$ cat src/rtl/alu_seq_pkg.sv
// Shared types and constants for the ALU/register-file control sequencer.
package alu_seq_pkg;

  typedef enum logic [3:0] {
    OP_ADD  = 4'h0,
    OP_SUB  = 4'h1,
    OP_AND  = 4'h2,
    OP_OR   = 4'h3,
    OP_ADDI = 4'h4,
    OP_SUBI = 4'h5,
    OP_ANDI = 4'h6,
    OP_ORI  = 4'h7,
    OP_BZ   = 4'h8,
    OP_BNZ  = 4'h9,
    OP_JMP  = 4'hA,
    OP_NOP  = 4'hB,
    OP_HALT = 4'hF
  } opcode_e;

  typedef enum logic [1:0] {
    S_FETCH   = 2'd0,
    S_DECODE  = 2'd1,
    S_EXECUTE = 2'd2,
    S_HALTED  = 2'd3
  } state_e;

  localparam logic [1:0] ALU_ADD = 2'b00;
  localparam logic [1:0] ALU_SUB = 2'b01;
  localparam logic [1:0] ALU_AND = 2'b10;
  localparam logic [1:0] ALU_OR  = 2'b11;

  // Instruction field bit positions
  localparam int OP_MSB  = 15;
  localparam int OP_LSB  = 12;
  localparam int RD_MSB  = 11;
  localparam int RD_LSB  = 8;
  localparam int RS1_MSB = 7;
  localparam int RS1_LSB = 4;
  localparam int RS2_MSB = 3;
  localparam int RS2_LSB = 0;
  localparam int IMM_MSB = 7;
  localparam int IMM_LSB = 0;

  // Map the low opcode bits of an ALU instruction onto the datapath ALU select.
  function automatic logic [1:0] alu_sel(input logic [1:0] op_lo);
    logic [1:0] sel;
    case (op_lo)
      2'b00:   sel = ALU_ADD;
      2'b01:   sel = ALU_SUB;
      2'b10:   sel = ALU_AND;
      default: sel = ALU_OR;
    endcase
    return sel;
  endfunction

endpackage

$ cat src/rtl/alu_sequencer_if.sv
// Instruction-ROM and datapath-control bundle between the sequencer and the datapath.
interface alu_sequencer_if #(
  parameter int PC_W = 8
);
  logic [PC_W-1:0] imem_addr;
  logic [15:0]     imem_rdata;
  logic            zero;
  logic [1:0]      ALUControl;
  logic            ALUSrc;
  logic [3:0]      RA1;
  logic [3:0]      RA2;
  logic [3:0]      WA;
  logic [7:0]      immediate;
  logic            write_enable;

  modport master (
    output imem_addr, ALUControl, ALUSrc, RA1, RA2, WA, immediate, write_enable,
    input  imem_rdata, zero
  );

  modport slave (
    input  imem_addr, ALUControl, ALUSrc, RA1, RA2, WA, immediate, write_enable,
    output imem_rdata, zero
  );
endinterface

$ cat src/rtl/alu_seq_decode.sv
// Combinational instruction decode: IR to datapath controls and instruction class.
module alu_seq_decode
  import alu_seq_pkg::*;
(
  input  logic [15:0] ir_i,
  output logic [1:0]  alu_ctrl_o,
  output logic        alu_src_o,
  output logic [3:0]  ra1_o,
  output logic [3:0]  ra2_o,
  output logic [3:0]  wa_o,
  output logic [7:0]  imm_o,
  output logic [7:0]  target_o,
  output logic        is_alu_o,
  output logic        is_branch_o,
  output logic        br_uncond_o,
  output logic        br_on_zero_o,
  output logic        is_halt_o
);

  opcode_e    op;
  logic [3:0] rd;
  logic [3:0] rs1;
  logic [3:0] rs2;

  assign op       = opcode_e'(ir_i[OP_MSB:OP_LSB]);
  assign rd       = ir_i[RD_MSB:RD_LSB];
  assign rs1      = ir_i[RS1_MSB:RS1_LSB];
  assign rs2      = ir_i[RS2_MSB:RS2_LSB];
  assign target_o = ir_i[IMM_MSB:IMM_LSB];

  // Non-ALU instructions drive all datapath controls to zero.
  always_comb begin
    alu_ctrl_o   = '0;
    alu_src_o    = 1'b0;
    ra1_o        = '0;
    ra2_o        = '0;
    wa_o         = '0;
    imm_o        = '0;
    is_alu_o     = 1'b0;
    is_branch_o  = 1'b0;
    br_uncond_o  = 1'b0;
    br_on_zero_o = 1'b0;
    is_halt_o    = 1'b0;
    case (op)
      OP_ADD, OP_SUB, OP_AND, OP_OR: begin
        alu_ctrl_o = alu_sel(ir_i[OP_LSB+1:OP_LSB]);
        ra1_o      = rs1;
        ra2_o      = rs2;
        wa_o       = rd;
        is_alu_o   = 1'b1;
      end
      OP_ADDI, OP_SUBI, OP_ANDI, OP_ORI: begin
        alu_ctrl_o = alu_sel(ir_i[OP_LSB+1:OP_LSB]);
        alu_src_o  = 1'b1;
        imm_o      = ir_i[IMM_MSB:IMM_LSB];
        ra1_o      = rd;
        wa_o       = rd;
        is_alu_o   = 1'b1;
      end
      OP_BZ: begin
        is_branch_o  = 1'b1;
        br_on_zero_o = 1'b1;
      end
      OP_BNZ: begin
        is_branch_o = 1'b1;
      end
      OP_JMP: begin
        is_branch_o = 1'b1;
        br_uncond_o = 1'b1;
      end
      OP_HALT: begin
        is_halt_o = 1'b1;
      end
      default: ;
    endcase
  end

endmodule

$ cat src/rtl/alu_sequencer.sv
// Multi-cycle fetch/decode/execute controller for the ALU/register-file datapath.
//
// state     | meaning
// ----------+-----------------------------------------------------------
// S_FETCH   | imem_addr=PC presented, ROM word arrives next cycle
// S_DECODE  | ROM word captured into IR at the end of this cycle
// S_EXECUTE | controls valid, write strobe for ALU ops, PC/flag update
// S_HALTED  | absorbing after HALT until reset, no writes
module alu_sequencer
  import alu_seq_pkg::*;
#(
  parameter int              PC_W     = 8,
  parameter logic [PC_W-1:0] RESET_PC = '0
) (
  input  logic                   CLK,
  input  logic                   reset,
  input  logic                   enable,
  alu_sequencer_if.master        bus,
  output logic                   halted,
  output logic [PC_W-1:0]        pc
);

  state_e          state_q;
  logic [PC_W-1:0] pc_q;
  logic [PC_W-1:0] pc_d;
  logic [15:0]     ir_q;
  logic            flag_q;
  logic            halted_q;

  logic [7:0] target;
  logic       is_alu;
  logic       is_branch;
  logic       br_uncond;
  logic       br_on_zero;
  logic       is_halt;

  alu_seq_decode u_decode (
    .ir_i         (ir_q),
    .alu_ctrl_o   (bus.ALUControl),
    .alu_src_o    (bus.ALUSrc),
    .ra1_o        (bus.RA1),
    .ra2_o        (bus.RA2),
    .wa_o         (bus.WA),
    .imm_o        (bus.immediate),
    .target_o     (target),
    .is_alu_o     (is_alu),
    .is_branch_o  (is_branch),
    .br_uncond_o  (br_uncond),
    .br_on_zero_o (br_on_zero),
    .is_halt_o    (is_halt)
  );

  // Reset gates the strobe combinationally so an EXECUTE hit by reset never writes.
  assign bus.write_enable = (state_q == S_EXECUTE) && is_alu && enable && !reset;
  assign bus.imem_addr    = pc_q;
  assign pc               = pc_q;
  assign halted           = halted_q;

  // Next PC at EXECUTE exit: BZ takes when flag=1, BNZ when flag=0, JMP always.
  always_comb begin
    pc_d = pc_q + PC_W'(1);
    if (is_branch && (br_uncond || (flag_q == br_on_zero))) begin
      pc_d = PC_W'(target);
    end
  end

  // Sequencer FSM with PC, IR, zero flag and halted registers.
  always_ff @(posedge CLK) begin
    if (reset) begin
      state_q  <= S_FETCH;
      pc_q     <= RESET_PC;
      ir_q     <= '0;
      flag_q   <= 1'b0;
      halted_q <= 1'b0;
    end else if (enable) begin
      case (state_q)
        S_FETCH: begin
          state_q <= S_DECODE;
        end
        S_DECODE: begin
          ir_q    <= bus.imem_rdata;
          state_q <= S_EXECUTE;
        end
        S_EXECUTE: begin
          if (is_halt) begin
            state_q  <= S_HALTED;
            halted_q <= 1'b1;
          end else begin
            state_q <= S_FETCH;
            pc_q    <= pc_d;
            if (is_alu) begin
              flag_q <= bus.zero;
            end
          end
        end
        default: begin
          state_q <= S_HALTED;
        end
      endcase
    end
  end

endmodule

$ cat src/flat_wrapper.sv
// flat-port wrapper written by rule: the top's interface ports become plain ports
module alu_sequencer_flat import alu_seq_pkg::*;
#(
  parameter int              PC_W     = 8,
  parameter logic [PC_W-1:0] RESET_PC = '0
)
  (CLK, reset, enable, halted, pc, bus_imem_addr, bus_ALUControl, bus_ALUSrc, bus_RA1, bus_RA2, bus_WA, bus_immediate, bus_write_enable, bus_imem_rdata, bus_zero);
  alu_sequencer_if #(.PC_W(PC_W)) bus_i ();
  input  logic CLK;
  input  logic reset;
  input  logic enable;
  output logic halted;
  output logic [PC_W-1:0] pc;
  output wire logic [$bits(bus_i.imem_addr)-1:0] bus_imem_addr;
  output wire logic [$bits(bus_i.ALUControl)-1:0] bus_ALUControl;
  output wire logic [$bits(bus_i.ALUSrc)-1:0] bus_ALUSrc;
  output wire logic [$bits(bus_i.RA1)-1:0] bus_RA1;
  output wire logic [$bits(bus_i.RA2)-1:0] bus_RA2;
  output wire logic [$bits(bus_i.WA)-1:0] bus_WA;
  output wire logic [$bits(bus_i.immediate)-1:0] bus_immediate;
  output wire logic [$bits(bus_i.write_enable)-1:0] bus_write_enable;
  input wire logic [$bits(bus_i.imem_rdata)-1:0] bus_imem_rdata;
  input wire logic [$bits(bus_i.zero)-1:0] bus_zero;
  assign bus_imem_addr = bus_i.imem_addr;
  assign bus_ALUControl = bus_i.ALUControl;
  assign bus_ALUSrc = bus_i.ALUSrc;
  assign bus_RA1 = bus_i.RA1;
  assign bus_RA2 = bus_i.RA2;
  assign bus_WA = bus_i.WA;
  assign bus_immediate = bus_i.immediate;
  assign bus_write_enable = bus_i.write_enable;
  assign bus_i.imem_rdata = bus_imem_rdata;
  assign bus_i.zero = bus_zero;
  alu_sequencer #(.PC_W(PC_W), .RESET_PC(RESET_PC)) u_core (.CLK(CLK), .reset(reset), .enable(enable), .bus(bus_i), .halted(halted), .pc(pc));
endmodule
$ cat config.mk
export PLATFORM = sky130hd
export DESIGN_NAME = alu_sequencer_flat
export DESIGN_NICKNAME = d
export VERILOG_FILES = /design/src/rtl/alu_seq_pkg.sv /design/src/rtl/alu_sequencer_if.sv /design/src/rtl/alu_seq_decode.sv /design/src/rtl/alu_sequencer.sv /design/src/flat_wrapper.sv
export SDC_FILE = /design/constraint.sdc
export NUM_CORES = 1
export LEC_CHECK = 0
export ABC_AREA = 1
export CORE_MARGIN = 4
export CORE_UTILIZATION = 34
export DETAILED_ROUTE_END_ITERATION = 16
export PLACE_DENSITY = 0.75
export SLEW_MARGIN = 20
export SYNTH_ARGS = -nofsm -noshare
export SYNTH_HDL_FRONTEND = slang
export SYNTH_SLANG_ARGS = --single-unit
export TNS_END_PERCENT = 5
$ cat constraint.sdc
create_clock -name CLK -period 1.4 [get_ports CLK]
set_input_delay 0.21 -clock CLK [delete_from_list [all_inputs] [get_ports CLK]]
set_output_delay 0.21 -clock CLK [all_outputs]
set_load 0.05 [all_outputs]
==> results of run 1 <==
[cell families (layout without fill, tap and decap cells)]
kind of cell             Yosys count  in the layout  share of synthesized area [%]
AO/OA/AOI/OAI                     57             57                           20.7
adder cells (fa/ha/maj)            1              1                          0.823
buffers and inverters             48            114                           15.9
flip-flops                        28             28                           36.9
AND/OR/NAND/NOR                   87             88                           25.7
[routing by layer]
metal | share of wire [%] | global-route usage (%)
met5 | 0 | 0
met4 | 1.3 | 4.15
met3 | 4.7 | 2.94
met2 | 55 | 31.8
met1 | 39 | 20.2
[where the power goes]
group	internal, mW	switching (mW)	leakage, nW	total [mW]
sequential	0.834	0.0257	0.231	0.860
clock	0.383	0.261	0.0357	0.644
combinational	0.303	0.385	0.877	0.688
total	1.52	0.672	1.14	2.19
[cell usage after synthesis (2+ instances only)]
master / count / area share [%]
o21ai_1: 4 / 1.3
dfxtp_1: 28 / 37
a21oi_2: 5 / 2.9
buf_2: 2 / 0.66
nand3_1: 7 / 2.3
nand3b_1: 2 / 0.99
nand2_1: 33 / 8.1
nor2_1: 38 / 9.4
inv_1: 30 / 7.4
o22ai_1: 4 / 1.6
clkbuf_1: 2 / 0.49
o21ai_0: 19 / 6.3
buf_1: 2 / 0.49
nand4_1: 3 / 1.2
buf_4: 8 / 4.0
buf_6: 2 / 1.5
a21oi_1: 23 / 7.6
[critical path: cells and delay by family, from the launching register on]
family,cells,cell delay (ps)
AOI/OAI and AO/OA,1,160
buffers and inverters,2,270
DFF,1,390
and+or+nand+nor,1,180
[flip-flops by register name, indices dropped and copies added (netlist names)]
register and cells:
u_core.ir_q 16, u_core.bus.imem_addr 8, u_core.state_q 2, u_core.flag_q 1, u_core.halted 1
[worst paths after layout]
check	from	to	slack [ps]	depth (start not counted)
worst max register to register	u_core.ir_q[15]	u_core.bus.imem_addr[4]	-30	8
worst min-delay path	enable	u_core.state_q[1]	340	3
worst min register to register	u_core.state_q[0]	u_core.state_q[1]	480	2
worst max-delay path	u_core.ir_q[15]	bus_RA1[0]	-80	4
[area by class of cell]
type | count | area, um^2
Clock buffer | 3 | 41.3
Fill cell | 343 | 1480
Sequential cell | 28 | 572
Tap cell | 52 | 65.1
Inverter | 31 | 131
Multi-Input combinational cell | 146 | 916
Timing Repair Buffer | 79 | 1120
Clock inverter | 1 | 30.0
[placed cells by master, fill, tap and decap left out]
cell             Yosys  final
buf_8                1      1
o21ai_1              4      4
o22ai_4              0      4
inv_2                0      2
o21bai_1             1      1
clkbuf_8             0      3
bufinv_16            0      1
clkdlybuf4s50_1      0     18
o21ai_0             19     19
nor2_2               0      8
a21oi_2              5      5
inv_8                0      1
nand3_4              1      1
dfxtp_4              0      2
nor2_1              38     17
inv_1               30     26
inv_4                1      1
nand2_4              0      2
nor2_8               1      1
buf_4                8     16
dfxtp_2              0      3
nand2_2              1      1
ha_1                 1      1
dlygate4sd2_1        0      1
nand3_1              7      7
nand3b_1             2      2
nand2_1             33     31
buf_12               0     36
inv_6                0      1
nand3_2              0      1
nand4_1              3      3
dfxtp_1             28     23
o21ai_2              1      1
nor2_4               1     14
buf_6                2      7
a21oi_1             23     23
[metrics by stage]
stage | area [um^2] | power, mW | setup TNS [ps] | setup WS, ps | std cells
5_1_grt | 2880 | 2.29 | -2560 | -152 | 340
2_1_floorplan | 1660 | 1.22 | -1920 | -150 | 221
3_5_place_dp | 2630 | 1.50 | -3000 | -174 | 330
6_report | 2880 | 2.19 | -595 | -81.1 | 340
4_1_cts | 2840 | 2.20 | -838 | -95.7 | 338
3_3_place_gp | 2630 | 1.49 | -2200 | -170 | 330
[what timing repair did]
item	4_1_cts	5_1_grt
setup endpoints to repair	23	29
pin swaps	2	2
gates resized for setup	31	7
setup buffers	4	1
gates cloned	0	1
==> results.md, run 1 <==
- Outcome: complete, but fails checks
- Failing checks: negative setup slack
- Achievable Freq: 0.675 GHz
- Endpoints failing hold: 0
- Die H: 74.9 um
- Netlist cell types: 26
- Clock root cell: clkbuf_8
- Final setup viols: 18
- I/O pins: 61
- Detailed Place HPWL: 3310 um
- YS warnings: 0
- Actual slew at the worst max-slew pin: 425 ps
- Mapped Cells: 221
- Inserted Clock Buffers: 3
- Net Count, Synth: 242
- Final core utilization: 66.1%
- Global-route usage over all layers: 17.1%
- Core area: 4350 um^2
- Via count: 1,663
- Maximum vdd drop: 0.000519 V
- Sink Count: 28
- Initial Util: 34.9%
- Worst setup EP type: primary output
- ANT cells: 0
- Fin worst setup slack: -81.1 ps
- Commonest register cell after synthesis: dfxtp_1
- Cell Area, Synth: 1520 um^2
- Slowest cell on crit path: dfxtp_4
- Die area: 5600 um^2
- Critical path type: register to primary output
- Critical-path cell list: nor2_4, inv_8, o22ai_4, buf_12
- Worst hold path class: input pin to register
- Htree depth: 1
- Slew Viols, Final: 0
- Relative slew slack: 71.7%
- EDFF count, synth: 0
- RSZ-0062 raised after global routing: yes
- # port buffers: 60
- Vias in the first global route: 1,549
- Share of cells above drive strength 1: 38.9%
- Clock transition at path regs: 100 ps
- Initial antenna violation count: 0
- Hold buffer count at CTS: 0
- Min Tclk post-route: 1480 ps
- Syn Area/Cell: 6.88 um^2
- Post-Route WL: 4650 um
- Fin nets: 310
- First DRT Iteration DRCs: 174
- Row count: 24
- Detailed Routing Iterations Pass 1: 4
- CTS tree: done
- GPL Wtd Cong: 0.799
- Antenna Violating Nets Remaining: 0
- Register area share after synthesis: 36.9%
- Asr flop ratio synth: 0%
- DRC: 0
- Critical path arrival: 1270 ps
- Worst Clk Skew: 1.99 ps
- Largest net degree at the start of global routing: 34
- P_leak: 1.14 nW
- Post-DR wirelength/cell: 13.7 um
- Max-cap violations: 0
- Crit share post-route: 106%
- Vias per inst: 4.89
- Clock Tree Buf Depth: 2
- Synth-to-Final Area Change: 89.4%
- CP max stage delay: 390 ps
- Die width: 74.9 um
- Clock Latency Late Sink: 280 ps
- PwrDens: 762 nW/um^2
- Grt ovf: 0
- First-pass GRT wire length: 7330 um
- CP required: 1190 ps
- Startpoint types: register
- Seq cells post-synth: 28
- Hold_ws: 337 ps
- CP Max Fanout: 12
Note: power is estimated with default switching activity, not from simulation.
==> inputs of run 2 (changes only) <==
Settings changed: CORE_MARGIN 4 to 2, SLEW_MARGIN 20 to 0.
==> run 2 against run 1 <==
The flow still finishes with violations (negative setup slack). Die area down 10%. Hold slack worse by 36 ps. Cell area down 0.48%. Non-clock buffer count down 2. Critical endpoint is now bus_RA1[1].
==> results.md, run 2 (synthesis results as in run 1) <==
- Grt ovf: 0 (unchanged)
- Clock root cell: clkbuf_8
- Clock Tree Buf Depth: 2 (unchanged)
- Maximum vdd drop: 0.000554 V (+6.7%)
- Critical path type: register to primary output
- Global-route usage over all layers: 17.6% (+0.45 points)
- Failing checks: negative setup slack
- Area after DPL: 2670 um^2 (+1.5%)
- Post-DR wirelength/cell: 12.5 um (-8.5%)
- Vias in the first global route: 1,639 (+5.8%)
- Largest net degree at the start of global routing: 34 (unchanged)
- Clock transition at path regs: 100 ps (about the same)
- Clock Latency Late Sink: 270 ps (about the same)
- GPL Wtd Cong: 0.868 (+8.7%)
- Row count: 24 (unchanged)
- CTS tree: done
- Htree depth: 1 (unchanged)
- R2R Path End: u_core.bus.imem_addr[6]
- Hold Crit Depth: 2 (-1)
- CP required: 1190 ps (about the same)
- R2r setup slk: 30 ps (+60 ps)
- Die H: 70.9 um (-5.3%)
- Max-cap violations: 0 (unchanged)
- Sink Count: 28 (unchanged)
- Fin worst setup slack: -174 ps (-92.4 ps)
- Outcome: complete, but fails checks
- Worst Hold Launch: reset
- Share of cells above drive strength 1: 36.1% (-2.7 points)
- Post-Route WL: 4210 um (-9.3%)
- Vias per inst: 4.87 (-0.38%)
- Via count: 1,642 (-1.3%)
- ANT cells: 0 (unchanged)
- Die width: 70.9 um (-5.3%)
- Final setup viols: 18 (unchanged)
- First-pass GRT wire length: 7190 um (-2.0%)
- Initial antenna violation count: 0 (unchanged)
- Non-filler instance count after layout: 337 (-0.88%)
- Detailed Routing Iterations Pass 1: 5 (+1)
- Fin nets: 307 (-0.97%)
- Worst setup EP type: primary output
- DRC: 0 (unchanged)
- Relative slew slack: 76.7% (+5.1 points)
- Reg-to-Reg Start: u_core.ir_q[15]
- Core area: 4320 um^2 (-0.69%)
- Sequential share of power: 39.4% (+0.2 points)
- # port buffers: 60 (unchanged)
- RSZ-0062 raised after global routing: yes
- I/O pins: 61 (unchanged)
- Synth-to-Final Area Change: 88.5%
- Die area: 5020 um^2 (-10%)
- Sw frac: 30.1% (-0.52 points)
- Hold_ws: 301 ps (-35.9 ps)
- Largest Register: u_core.ir_q
- Fin area: 2870 um^2 (-0.48%)
- Critical path arrival: 1360 ps (+90 ps)
- Commonest non-fill, non-tap cells in the layout: buf_12, nand2_1, inv_1, dfxtp_1, a21oi_1
- P_leak: 1.14 nW (-0.61%)
- Achievable Freq: 0.636 GHz (-5.9%)
- Startpoint types: register
- Crit share post-route: 112% (+6.6 points)
- Worst Clk Skew: 2.31 ps (+0.316 ps)
- Endpoints failing hold: 0 (unchanged)
- Antenna Violating Nets Remaining: 0 (unchanged)
- PwrDens: 761 nW/um^2 (about the same)
- R2R depth: 8 (unchanged)
- Slew Viols, Final: 0 (unchanged)
- Int Power: 1.52 mW (+0.22%)
- Total negative setup slack: -2020 ps (-1430 ps)
- Hold Path End: u_core.bus.imem_addr[7]
- Commonest non-fill, non-tap cell in the layout: buf_12
- Logic gate share of total power: 31.4% (about the same)
- Worst hold path class: input pin to register
- Initial Util: 35.2% (+0.24 points)
- Actual slew at the worst max-slew pin: 348 ps (-76.4 ps)
- Clock power frac: 29.2% (-0.2 points)
- First DRT Iteration DRCs: 89 (-49%)
- Max reg flops: 16 (unchanged)
- # placed instances: 332 (+0.61%)
- Detailed Place HPWL: 3140 um (-5.1%)
- Inserted Clock Buffers: 3 (unchanged)
- Min Tclk post-route: 1570 ps (+92.4 ps)
- CP Max Fanout: 6 (-6)
- P_sw: 0.657 mW (-2.2%)
==> run 2: changes by cell type in the layout (fill, tap and decap cells not counted), sizes merged <==
cell / previous run / this run
dlymetal6s2s: 0 / 1
inv: 31 / 30
buf: 60 / 58
nand3: 9 / 8
clkinvlp: 0 / 1
dlygate4sd2: 1 / 0
==> run 2: how the worst max path moves through the flow <==
stage | start | end | slack [ps] | depth (start not counted)
2_1_floorplan | u_core.ir_q[14] | bus_RA1[0] | -150 | 5
3_3_place_gp | enable | bus_write_enable | -150 | 6
3_5_place_dp | enable | bus_write_enable | -180 | 6
4_1_cts | u_core.ir_q[15] | bus_RA1[1] | -170 | 6
5_1_grt | u_core.ir_q[15] | bus_RA1[1] | -250 | 6
6_report | u_core.ir_q[15] | bus_RA1[1] | -170 | 6
==> run 2: per-layer routing <==
layer,track usage [%],part of all wire (%),routed length [um]
met2,32.3,55,2300
met3,2.28,4.1,171
met1,21.3,40,1690
met5,0,0,0
met4,5.03,1.3,55
==> run 2: worst max-delay path: stages, from the launching register on <==
cell and delay (ps):
dfxtp_4 370, buf_6 120, nor2_4 80, inv_2 70
buf_12 150, o22ai_4 130, buf_12 160
==> run 2: layout make-up <==
cell class              instances  area [um^2]
clock buffers                   3         41.3
clock inverters                 1         30.0
fillers                       353         1460
inverters                      31          125
multi-input cells             145          901
flip-flops and latches         28          571
well taps                      52         65.1
repair buffers                 77         1130
==> run 2: power groups by stage <==
stage | combinational, mW | sequential (mW) | clock [mW]
floorplan | 0.346 | 0.879 | 0
global placement | 0.628 | 0.877 | 0
detailed placement | 0.639 | 0.879 | 0
CTS | 0.681 | 0.859 | 0.656
global route | 0.721 | 0.864 | 0.684
finish | 0.684 | 0.859 | 0.638
==> run 2: metrics by stage <==
| stage | worst slack [ps] | utilization, % | power (mW) |
|---|---|---|---|
| 2_1_floorplan | -150 | - | 1.22 |
| 3_3_place_gp | -152 | 61.7 | 1.51 |
| 3_5_place_dp | -185 | 61.7 | 1.52 |
| 4_1_cts | -171 | 65.8 | 2.20 |
| 5_1_grt | -245 | 66.3 | 2.27 |
| 6_report | -174 | 66.3 | 2.18 |
==> run 2: repair_timing <==
action | in CTS | in global routing
endpoints found under the setup margin | 22 | 29
endpoints found under the hold margin | 0 | 0
resized for setup | 24 | 7
hold buffers | 0 | 0
setup buffers | 1 | 0
pin swaps | 3 | 1
